File: config.mk
export PLATFORM = sky130hd
export DESIGN_NAME = fifo_rr_arbiter
export DESIGN_NICKNAME = d
export VERILOG_FILES = /design/src/rtl/fifo_arb_pkg.sv /design/src/rtl/arb_sync_fifo.sv /design/src/rtl/fifo_rr_arbiter.sv
export SDC_FILE = /design/constraint.sdc
export NUM_CORES = 1
export LEC_CHECK = 0
export BUFFER_PORTS_ARGS = -buffer_cell sky130_fd_sc_hd__buf_4
export CAP_MARGIN = 10
export CORE_UTILIZATION = 30
export CTS_CLUSTER_DIAMETER = 60
export DETAILED_ROUTE_END_ITERATION = 10
export SLEW_MARGIN = 5
export SYNTH_ARGS = -nofsm -noshare
export SYNTH_HDL_FRONTEND = slang
export SYNTH_HIERARCHICAL = 1
export SYNTH_SLANG_ARGS = --single-unit
File: constraint.sdc
create_clock -name clk -period 2.8 [get_ports clk]
set_input_delay 0.28 -clock clk [delete_from_list [all_inputs] [get_ports clk]]
set_output_delay 0.28 -clock clk [all_outputs]
set_load 0.01 [all_outputs]
File: src/rtl/fifo_arb_pkg.sv
// Shared types and helpers for the round-robin FIFO front end.
//   arb_state_e : arbiter FSM states
//   rr_pick_t   : result of a round-robin search (found flag + index)
//   rr_pick()   : first set request after 'start', wrapping, ending at 'start'
package fifo_arb_pkg;

  typedef enum logic {
    ARB_IDLE  = 1'b0,
    ARB_GRANT = 1'b1
  } arb_state_e;

  // Requester vectors are zero-padded to this width before searching.
  localparam int unsigned RR_MAX_REQ = 8;

  typedef struct packed {
    logic       found;
    logic [2:0] idx;
  } rr_pick_t;

  // Search order is start+1, start+2, ... modulo num_req, with start itself
  // checked last, so the previous holder only wins when nobody else asks.
  function automatic rr_pick_t rr_pick(input logic [RR_MAX_REQ-1:0] req_vec,
                                       input logic [2:0]            start,
                                       input int unsigned           num_req);
    rr_pick_t    res;
    int unsigned cand;
    res = '0;
    for (int unsigned k = 1; k <= RR_MAX_REQ; k++) begin
      if (k <= num_req) begin
        cand = (32'(start) + k) % num_req;
        if (!res.found && req_vec[cand[2:0]]) begin
          res.found = 1'b1;
          res.idx   = cand[2:0];
        end
      end
    end
    return res;
  endfunction

endpackage

File: src/rtl/arb_sync_fifo.sv
// Synchronous FIFO behind the arbiter. Pointers carry an extra wrap bit so
// full and empty are distinguishable without a separate counter.
//   clk, rst        : clock, async active-high reset
//   wr_en, wr_data  : push (ignored while full)
//   rd_en, rdata    : pop (ignored while empty); rdata registered, 1-cycle latency
//   full, empty     : occupancy flags
//   count           : occupancy 0..DEPTH
module arb_sync_fifo #(
  parameter int DATA_WIDTH = 8,
  parameter int DEPTH      = 4
) (
  input  logic                       clk,
  input  logic                       rst,
  input  logic                       wr_en,
  input  logic [DATA_WIDTH-1:0]      wr_data,
  input  logic                       rd_en,
  output logic [DATA_WIDTH-1:0]      rdata,
  output logic                       full,
  output logic                       empty,
  output logic [$clog2(DEPTH):0]     count
);

  localparam int ADDR_W = $clog2(DEPTH);

  logic [DATA_WIDTH-1:0] mem [DEPTH];
  logic [ADDR_W:0]       wr_ptr;
  logic [ADDR_W:0]       rd_ptr;
  logic                  do_wr;
  logic                  do_rd;

  assign empty = (wr_ptr == rd_ptr);
  assign full  = (wr_ptr[ADDR_W] != rd_ptr[ADDR_W]) &&
                 (wr_ptr[ADDR_W-1:0] == rd_ptr[ADDR_W-1:0]);
  assign count = wr_ptr - rd_ptr;

  assign do_wr = wr_en & ~full;
  assign do_rd = rd_en & ~empty;

  always_ff @(posedge clk) begin
    if (do_wr) begin
      mem[wr_ptr[ADDR_W-1:0]] <= wr_data;
    end
  end

  always_ff @(posedge clk or posedge rst) begin
    if (rst) begin
      wr_ptr <= '0;
      rd_ptr <= '0;
      rdata  <= '0;
    end else begin
      if (do_wr) begin
        wr_ptr <= wr_ptr + 1'b1;
      end
      if (do_rd) begin
        rdata  <= mem[rd_ptr[ADDR_W-1:0]];
        rd_ptr <= rd_ptr + 1'b1;
      end
    end
  end

endmodule

File: src/rtl/fifo_rr_arbiter.sv
// Round-robin arbiter with bounded bursts feeding one FIFO and one consumer.
//   clk, rst     : clock, async active-high reset
//   req/req_data : per-requester beat valid and beat (i on [i*DATA_WIDTH +: DATA_WIDTH])
//   ack          : one-hot (or zero) beat-consumed strobe, combinational
//   rd_en/rdata  : consumer pop and registered popped beat
//   full/empty/count : FIFO status
//   owner/busy   : current grant holder, valid while busy
//
// state     | meaning
// ARB_IDLE  | no grant; one cycle spent picking the next owner
// ARB_GRANT | owner's beats are written while it requests and FIFO has room
module fifo_rr_arbiter
  import fifo_arb_pkg::*;
#(
  parameter int NUM_REQ    = 4,
  parameter int DATA_WIDTH = 8,
  parameter int FIFO_DEPTH = 4,
  parameter int MAX_BURST  = 4
) (
  input  logic                          clk,
  input  logic                          rst,
  input  logic [NUM_REQ-1:0]            req,
  input  logic [NUM_REQ*DATA_WIDTH-1:0] req_data,
  output logic [NUM_REQ-1:0]            ack,
  input  logic                          rd_en,
  output logic [DATA_WIDTH-1:0]         rdata,
  output logic                          full,
  output logic                          empty,
  output logic [$clog2(FIFO_DEPTH):0]   count,
  output logic [$clog2(NUM_REQ)-1:0]    owner,
  output logic                          busy
);

  localparam int OWN_W   = $clog2(NUM_REQ);
  localparam int BURST_W = $clog2(MAX_BURST) + 1;

  arb_state_e                state;
  logic [OWN_W-1:0]          owner_q;
  logic [OWN_W-1:0]          last_owner_q;
  logic [BURST_W-1:0]        burst_cnt;

  logic [RR_MAX_REQ-1:0]     req_pad;
  logic [2:0]                owner_pad;
  logic [2:0]                last_pad;
  rr_pick_t                  pick_idle;
  rr_pick_t                  pick_rot;

  logic                      own_req;
  logic                      ack_own;
  logic                      release_now;
  logic [DATA_WIDTH-1:0]     wr_data;

  always_comb begin
    req_pad                  = '0;
    req_pad[NUM_REQ-1:0]     = req;
    owner_pad                = '0;
    owner_pad[OWN_W-1:0]     = owner_q;
    last_pad                 = '0;
    last_pad[OWN_W-1:0]      = last_owner_q;
  end

  assign pick_idle = rr_pick(req_pad, last_pad, NUM_REQ);
  assign pick_rot  = rr_pick(req_pad, owner_pad, NUM_REQ);

  // full only stalls: it gates ack but never forces a release.
  assign own_req     = req[owner_q];
  assign ack_own     = (state == ARB_GRANT) && own_req && !full;
  assign release_now = (state == ARB_GRANT) &&
                       (!own_req || (ack_own && (burst_cnt == BURST_W'(MAX_BURST - 1))));

  assign ack     = ack_own ? (NUM_REQ'(1) << owner_q) : '0;
  assign wr_data = req_data[owner_q*DATA_WIDTH +: DATA_WIDTH];
  assign owner   = owner_q;
  assign busy    = (state == ARB_GRANT);

  always_ff @(posedge clk or posedge rst) begin
    if (rst) begin
      state        <= ARB_IDLE;
      owner_q      <= '0;
      last_owner_q <= OWN_W'(NUM_REQ - 1);
      burst_cnt    <= '0;
    end else begin
      case (state)
        ARB_IDLE: begin
          if (pick_idle.found) begin
            owner_q   <= OWN_W'(pick_idle.idx);
            burst_cnt <= '0;
            state     <= ARB_GRANT;
          end
        end
        ARB_GRANT: begin
          if (release_now) begin
            burst_cnt <= '0;
            if (pick_rot.found) begin
              // Hand over directly, no idle cycle between owners.
              owner_q <= OWN_W'(pick_rot.idx);
            end else begin
              state        <= ARB_IDLE;
              last_owner_q <= owner_q;
            end
          end else if (ack_own) begin
            burst_cnt <= burst_cnt + BURST_W'(1);
          end
        end
        default: state <= ARB_IDLE;
      endcase
    end
  end

  arb_sync_fifo #(
    .DATA_WIDTH (DATA_WIDTH),
    .DEPTH      (FIFO_DEPTH)
  ) u_fifo (
    .clk     (clk),
    .rst     (rst),
    .wr_en   (ack_own),
    .wr_data (wr_data),
    .rd_en   (rd_en),
    .rdata   (rdata),
    .full    (full),
    .empty   (empty),
    .count   (count)
  );

endmodule

* Yosys cells after proc, flatten, opt, wreduce, memory -nomap -nowiden
Memory sizes are Yosys's and may differ from the RTL's. A register that Yosys moved wholly into a read port is not among the register bits.
Index checks and enable logic that the tools add are counted.
** Cells by class
- Add/subtract/negate cells :: 12
- Magnitude comparators :: 9
- Equality and inequality tests :: 8
- Shift-type cells :: 2
- Mux-type cells :: 41
- Bitwise operators :: 6
- Reductions and logical operators :: 23
** Operator list (count)
- 2-to-1 mux 4 bit :: 9
- < comparator 2 x 4 -> 1 bit (second input constant) :: 8
- variable part select 32 x 6 -> 8 bit :: 1
- binary-select mux 1 bit (select 2 bit) :: 9
- 2-to-1 mux 1 bit :: 14
- logical AND 1 bit :: 11
- adder 3 x 1 -> 3 bit (second input constant) :: 3
- 2-to-1 mux 3 bit :: 3
- adder 2 x 1 -> 2 bit (second input constant) :: 4
- adder 2 bit (second input constant) :: 4
- zero test 1 bit :: 8
- 2-to-1 mux 2 bit :: 3
- case mux 3 bit (2 select lines) :: 1
- AND reduction 3 bit :: 2
- != test 2 x 1 -> 1 bit (second input constant) :: 2
- inverter 1 bit :: 4
- case mux 2 bit (2 select lines) :: 1
- left shift 1 x 2 -> 4 bit (first input constant) :: 1
- == test 3 x 2 -> 1 bit (second input constant) :: 1
- == test 3 bit :: 1
- < comparator 2 x 3 -> 1 bit (second input constant) :: 1
- != test 3 x 1 -> 1 bit (second input constant) :: 1
- subtractor 3 bit :: 1
- AND 1 bit :: 2
- 6 further kinds :: 6
** Storage, ports and cells
- Register bits after elaboration :: 14
- RAM bits :: 32
- Output and inout bits :: 20
- Memories :: 1
** Memories
- u_fifo.mem :: depth 4, width 8, rd ports 1, clocked after memory_dff 1, write ports 1, RTL line arb_sync_fifo.sv:25 : logic [DATA_WIDTH-1:0] mem [DEPTH];

* Logic depth before layout (Yosys ltp)
- Depth after elaboration :: 16
- Mapped depth :: 10
- Depth with buffers taken out :: 9

* Hierarchy
The synthesis kept the hierarchy.
** By module, submodules not included
- arb_sync_fifo :: instances 1, cells an instance 98, area an instance 1871.8 um^2, seq. area each 1311.3 um^2
- fifo_rr_arbiter :: instances 1, cells an instance 121, area an instance 1163.6 um^2, seq. area each 202.7 um^2

* Least setup slack after synthesis
Ideal clock, no wire load.
- Path kind :: reg-to-reg
- Start :: register u_fifo.rd_ptr[1]
- End :: memory u_fifo.mem[3][0] (enable)
- Arrival :: 2.156 ns
- Required time :: 2.419 ns
- Slack :: 0.263 ns
- Stages on the path, launching flop included :: 9
- Clock period less this slack :: 2.537 ns
- Cells stage by stage :: dfrtp_1 -> clkbuf_1 -> inv_1 -> ha_1 -> nand2_1 -> nor2b_1 -> nor2_1 -> nand2_1 -> a31oi_1
** Between the ends
- Longest elaborated chain between the ends :: 7
- Elaborated cells on any way between the ends :: 8
- Classes of those cells :: 1 x eq/ne; 2 x mux; 2 x bitwise; 3 x reduce/logical
** Ends and longest elaborated chain
- start, declared :: RTL line arb_sync_fifo.sv:27 : logic [ADDR_W:0] rd_ptr;
- start signal, assigned :: RTL line arb_sync_fifo.sv:56 : rd_ptr <= rd_ptr + 1'b1;
- == test 2 bit :: RTL line arb_sync_fifo.sv:33 : (wr_ptr[ADDR_W-1:0] == rd_ptr[ADDR_W-1:0]);
- logical AND 1 bit :: RTL line arb_sync_fifo.sv:32 : assign full = (wr_ptr[ADDR_W] != rd_ptr[ADDR_W]) &&
- via full :: RTL line fifo_rr_arbiter.sv:27 : output logic full,
- zero test 1 bit :: RTL line fifo_rr_arbiter.sv:67 : assign ack_own = (state == ARB_GRANT) && own_req && !full;
- logical AND 1 bit :: RTL line fifo_rr_arbiter.sv:67
- via ack_own :: RTL line fifo_rr_arbiter.sv:49 : logic ack_own;
- AND 1 bit :: RTL line arb_sync_fifo.sv:36 : assign do_wr = wr_en & ~full;
- 2-to-1 mux 1 bit :: RTL line arb_sync_fifo.sv:40 : if (do_wr) begin
- 2-to-1 mux 1 bit (not written as such) :: RTL line arb_sync_fifo.sv:41 : mem[wr_ptr[ADDR_W-1:0]] <= wr_data;
- end, declared :: RTL line arb_sync_fifo.sv:25
The timed path passes the listed nets, and every way through them passes these cells.

* Final worst setup path
- Start :: register u_fifo.wr_ptr[0]
- End :: memory u_fifo.mem[1][7] (enable)
** Between the ends
- Longest elaborated chain between the ends :: 7
- Elaborated cells on any way between the ends :: 8
- Classes of those cells :: 1 x eq/ne; 2 x mux; 2 x bitwise; 3 x reduce/logical
** Ends and longest elaborated chain
- start, declared :: RTL line arb_sync_fifo.sv:26 : logic [ADDR_W:0] wr_ptr;
- start signal, assigned :: RTL line arb_sync_fifo.sv:52 : wr_ptr <= wr_ptr + 1'b1;
- == test 2 bit :: RTL line arb_sync_fifo.sv:33
- logical AND 1 bit :: RTL line arb_sync_fifo.sv:32
- zero test 1 bit :: RTL line fifo_rr_arbiter.sv:67
- logical AND 1 bit :: RTL line fifo_rr_arbiter.sv:67
- via ack_own :: RTL line fifo_rr_arbiter.sv:49
- AND 1 bit :: RTL line arb_sync_fifo.sv:36
- 2-to-1 mux 1 bit :: RTL line arb_sync_fifo.sv:40
- 2-to-1 mux 1 bit (not written as such) :: RTL line arb_sync_fifo.sv:41
The timed path passes the listed nets, and every way through them passes these cells.

==> flow_metrics.tcl <==
set metrics [dict create \
    n_fill_cell 940 \
    firstDrtPassIters 5 \
    track_usage 0.130 \
    clk_transition_reported_paths_ns 0.10 \
    ys_async_sr_fraction 0.407 \
    clock-root-buffer "clkbuf_8" \
    pwr-share-comb 0.552 \
    relSlewSlack 0.617 \
    h-tree-depth 2 \
    power_density_mw_per_mm2 1110 \
    fp.dieH_um 103 \
    fmax_mhz 397 \
    status "completed" \
    maxSlewViolCount 0 \
    finalSetupViolations 0 \
    mostFrequentLayoutCells "65 x buf_4, 32 x edfxtp_1, 20 x dfrtp_1" \
    cp.required_ns 2.81 \
    cts_tree "built" \
    synthCells 219 \
    internal-power_mw 2.62 \
    routed_wl_um 6210 \
    dr.first_iter.drc_count 108 \
    start_kind "register" \
    dp_slack_ns 0.172 \
    p_clk_frac 0.108 \
    critical_path_class "register to register" \
    grt_overflow_total 0 \
    io_pins 59 \
    dp_hpwl_um 4750 \
    hold_viol 0 \
    sequentialPowerShare 0.340 \
    drc_errors 0 \
    cp-end-kind "register" \
    synth_edf_count 32 \
    tns_ns 0 \
    ys_types 48 \
    fin_skew_ns 0.00486 \
    worstMarginPinSlew_ns 0.573 \
    core.rowCount 36 \
    regArea_mm2 0.00151 \
    peakVddDrop_mv 0.374 \
    syn_nets 272 \
    nNetsFinal 334 \
    fin_crit_sh 0.899 \
    clockBufferDepth 2 \
    grt_pass1_vias 2039 \
    die_w_um 103 \
    via_count 2005 \
    grt_pass1_wl_um 10200 \
    antenna_found_initial 0 \
    crit_chain "inv_1, ha_1, nand2_1, nor2b_1, nor2_1, inv_1, a31oi_1, and2_2" \
    switching_power_mw 1.55 \
    core_area_mm2 0.00977 \
    gp_congestion 0.750 \
    antenna_cells 0 \
    portBuffers 58 \
    cts_buffers 5 \
    yosysWarnings 6 \
    cp_max_fo 8 \
    wire_per_inst_um 15.0 \
    seq_area_frac_synth 0.499 \
    switching_share 0.372 \
    grt_max_degree 20 \
    p_leak_nw 1.53 \
    setup_slack_ns 0.283 \
    hold_class "primary input to register" \
    max_stage_delay_ns 0.40 \
    maxCapViolations 0 \
    crit_arrival_ns 2.52 \
    cpMostUsedCell "inv_1" \
    rsz0062_at_grt "false" \
    layout-drive-gt1-share 0.422 \
    avgSynthCellArea_um2 13.9 \
    netlist_area_mm2 0.00304 \
    ant_nets 0 \
    cts_setup_buffers 0 \
    die-area_mm2 0.0105 \
    multi_input_area_mm2 0.00140 \
    area_growth_pct 23.2 \
    clk_latency_ns 0.31 \
    start_util 0.311 \
    cp_slowest_cell "dfrtp_1" \
    synth_seq_cells 54 \
    finalCriticalPeriod_ns 2.52 \
    numClockSinks 54 \
    final_common_cell "buf_4" \
    avgViaCountPerCell 4.83 \
    ys.flop_type "edfxtp_1" \
]
==> routing by layer <==
layer | track usage | part of all wire | vias up
met2 | 0.232 | 0.54 | 50
li1 | - | - | 942
met3 | 0.0278 | 0.039 | 12
met4 | 0.0330 | 0.016 | 0
met1 | 0.158 | 0.41 | 1001
met5 | 0 | 0 | -
==> final timing paths <==
kind                                                 to  slack, ns  cells past startpoint                    startpoint
setup / recovery             u_fifo/mem[1][7]$_DFFE_PP_       0.28                      8  u_fifo/wr_ptr[0]$_DFFE_PP0P_
hold / removal             u_fifo/rd_ptr[2]$_DFFE_PP0P_       0.29                      3                         rd_en
setup reg to reg             u_fifo/mem[1][7]$_DFFE_PP_       0.28                      8  u_fifo/wr_ptr[0]$_DFFE_PP0P_
hold reg to reg                burst_cnt[2]$_DFFE_PP0P_       0.49                      2      burst_cnt[2]$_DFFE_PP0P_
max in group asynchronous   u_fifo/rdata[7]$_DFFE_PP0P_       1.82                      3                           rst
min in group asynchronous      burst_cnt[0]$_DFFE_PP0P_       0.49                      3                           rst
==> layout make-up <==
cell class                      count  share of cell area
Clock buffer                        5              0.0184
Multi-Input combinational cell    138               0.375
Clock inverter                      3             0.00770
Sequential cell                    54               0.405
Timing Repair Buffer               66               0.133
Inverter                           16              0.0161
Tap cell                          133              0.0445
==> synth_stat cells (2+ instances only) <==
cell type | count | area (um^2)
a21o_1 | 2 | 15.0
xnor2_1 | 4 | 35.0
a31oi_1 | 3 | 18.8
mux2_2 | 14 | 158
nand2_1 | 14 | 52.6
edfxtp_1 | 32 | 961
and3_1 | 2 | 12.5
nand2b_1 | 3 | 18.8
nand3_1 | 2 | 10.0
o211ai_1 | 2 | 15.0
and2_1 | 8 | 50.1
mux4_2 | 19 | 428
clkbuf_1 | 4 | 15.0
o21ai_2 | 2 | 17.5
o21ai_1 | 2 | 10.0
o221ai_1 | 2 | 17.5
nor2b_1 | 5 | 31.3
mux2i_1 | 5 | 50.1
buf_6 | 2 | 22.5
buf_2 | 3 | 15.0
nor2_1 | 7 | 26.3
ha_1 | 13 | 163
inv_1 | 15 | 56.3
a21oi_1 | 6 | 30.0
dfstp_2 | 2 | 52.6
mux2_4 | 2 | 30.0
clkbuf_2 | 2 | 10.0
o22ai_1 | 3 | 18.8
dfrtp_1 | 20 | 500
==> logic make-up after synthesis <==
group           after synthesis  share of synthesized area
mux                          41                      0.228
xor+xnor                      6                     0.0198
compound gates               31                     0.0734
simple gates                 46                     0.0796
buf+inv                      27                     0.0404
fa+ha+maj                    14                     0.0602
flops                        54                      0.499
==> power groups by stage <==
stage / sequential (mW) / combinational, mW / clock, mW
after global placement: 1.43 / 2.30 / 0
after global routing: 1.45 / 2.55 / 0.492
after CTS: 1.42 / 2.34 / 0.470
final: 1.41 / 2.30 / 0.451
after detailed placement: 1.44 / 2.34 / 0
after floorplan: 1.45 / 1.57 / 0
==> repair_timing <==
item,4_1_cts,5_1_grt
hold endpoints to repair,6,0
resized for setup,0,3
endpoints found under the setup margin,0,24
hold buffers,1,0
==> registers in the layout, summed over array words and instances, names as in the netlist <==
register	cells
busy	1
u_fifo/rdata	8
u_fifo/mem	32
burst_cnt	3
u_fifo/wr_ptr	3
owner	2
last_owner_q	2
u_fifo/rd_ptr	3
==> stage by stage <==
| stage | cell area [um^2] | total power, mW | instances | hold WS, ns | utilization |
|---|---|---|---|---|---|
| floorplan | 3040 | 3.03 | 219 | 0.0942 | - |
| global placement | 3630 | 3.73 | 406 | 0.266 | 0.371 |
| detailed placement | 3630 | 3.78 | 406 | 0.269 | 0.371 |
| CTS | 3730 | 4.23 | 415 | 0.278 | 0.382 |
| global route | 3740 | 4.50 | 415 | 0.284 | 0.382 |
| finish | 3740 | 4.16 | 415 | 0.285 | 0.382 |
==> critical path: cells and delay by family, from the launching register on <==
| family | cells | cell delay (ns) |
|---|---|---|
| simple gates | 4 | 0.92 |
| flops | 1 | 0.40 |
| compound gates | 1 | 0.36 |
| fa+ha+maj | 1 | 0.35 |
| buf+inv | 2 | 0.18 |
No activity file was read; power rests on OpenSTA's default activity.
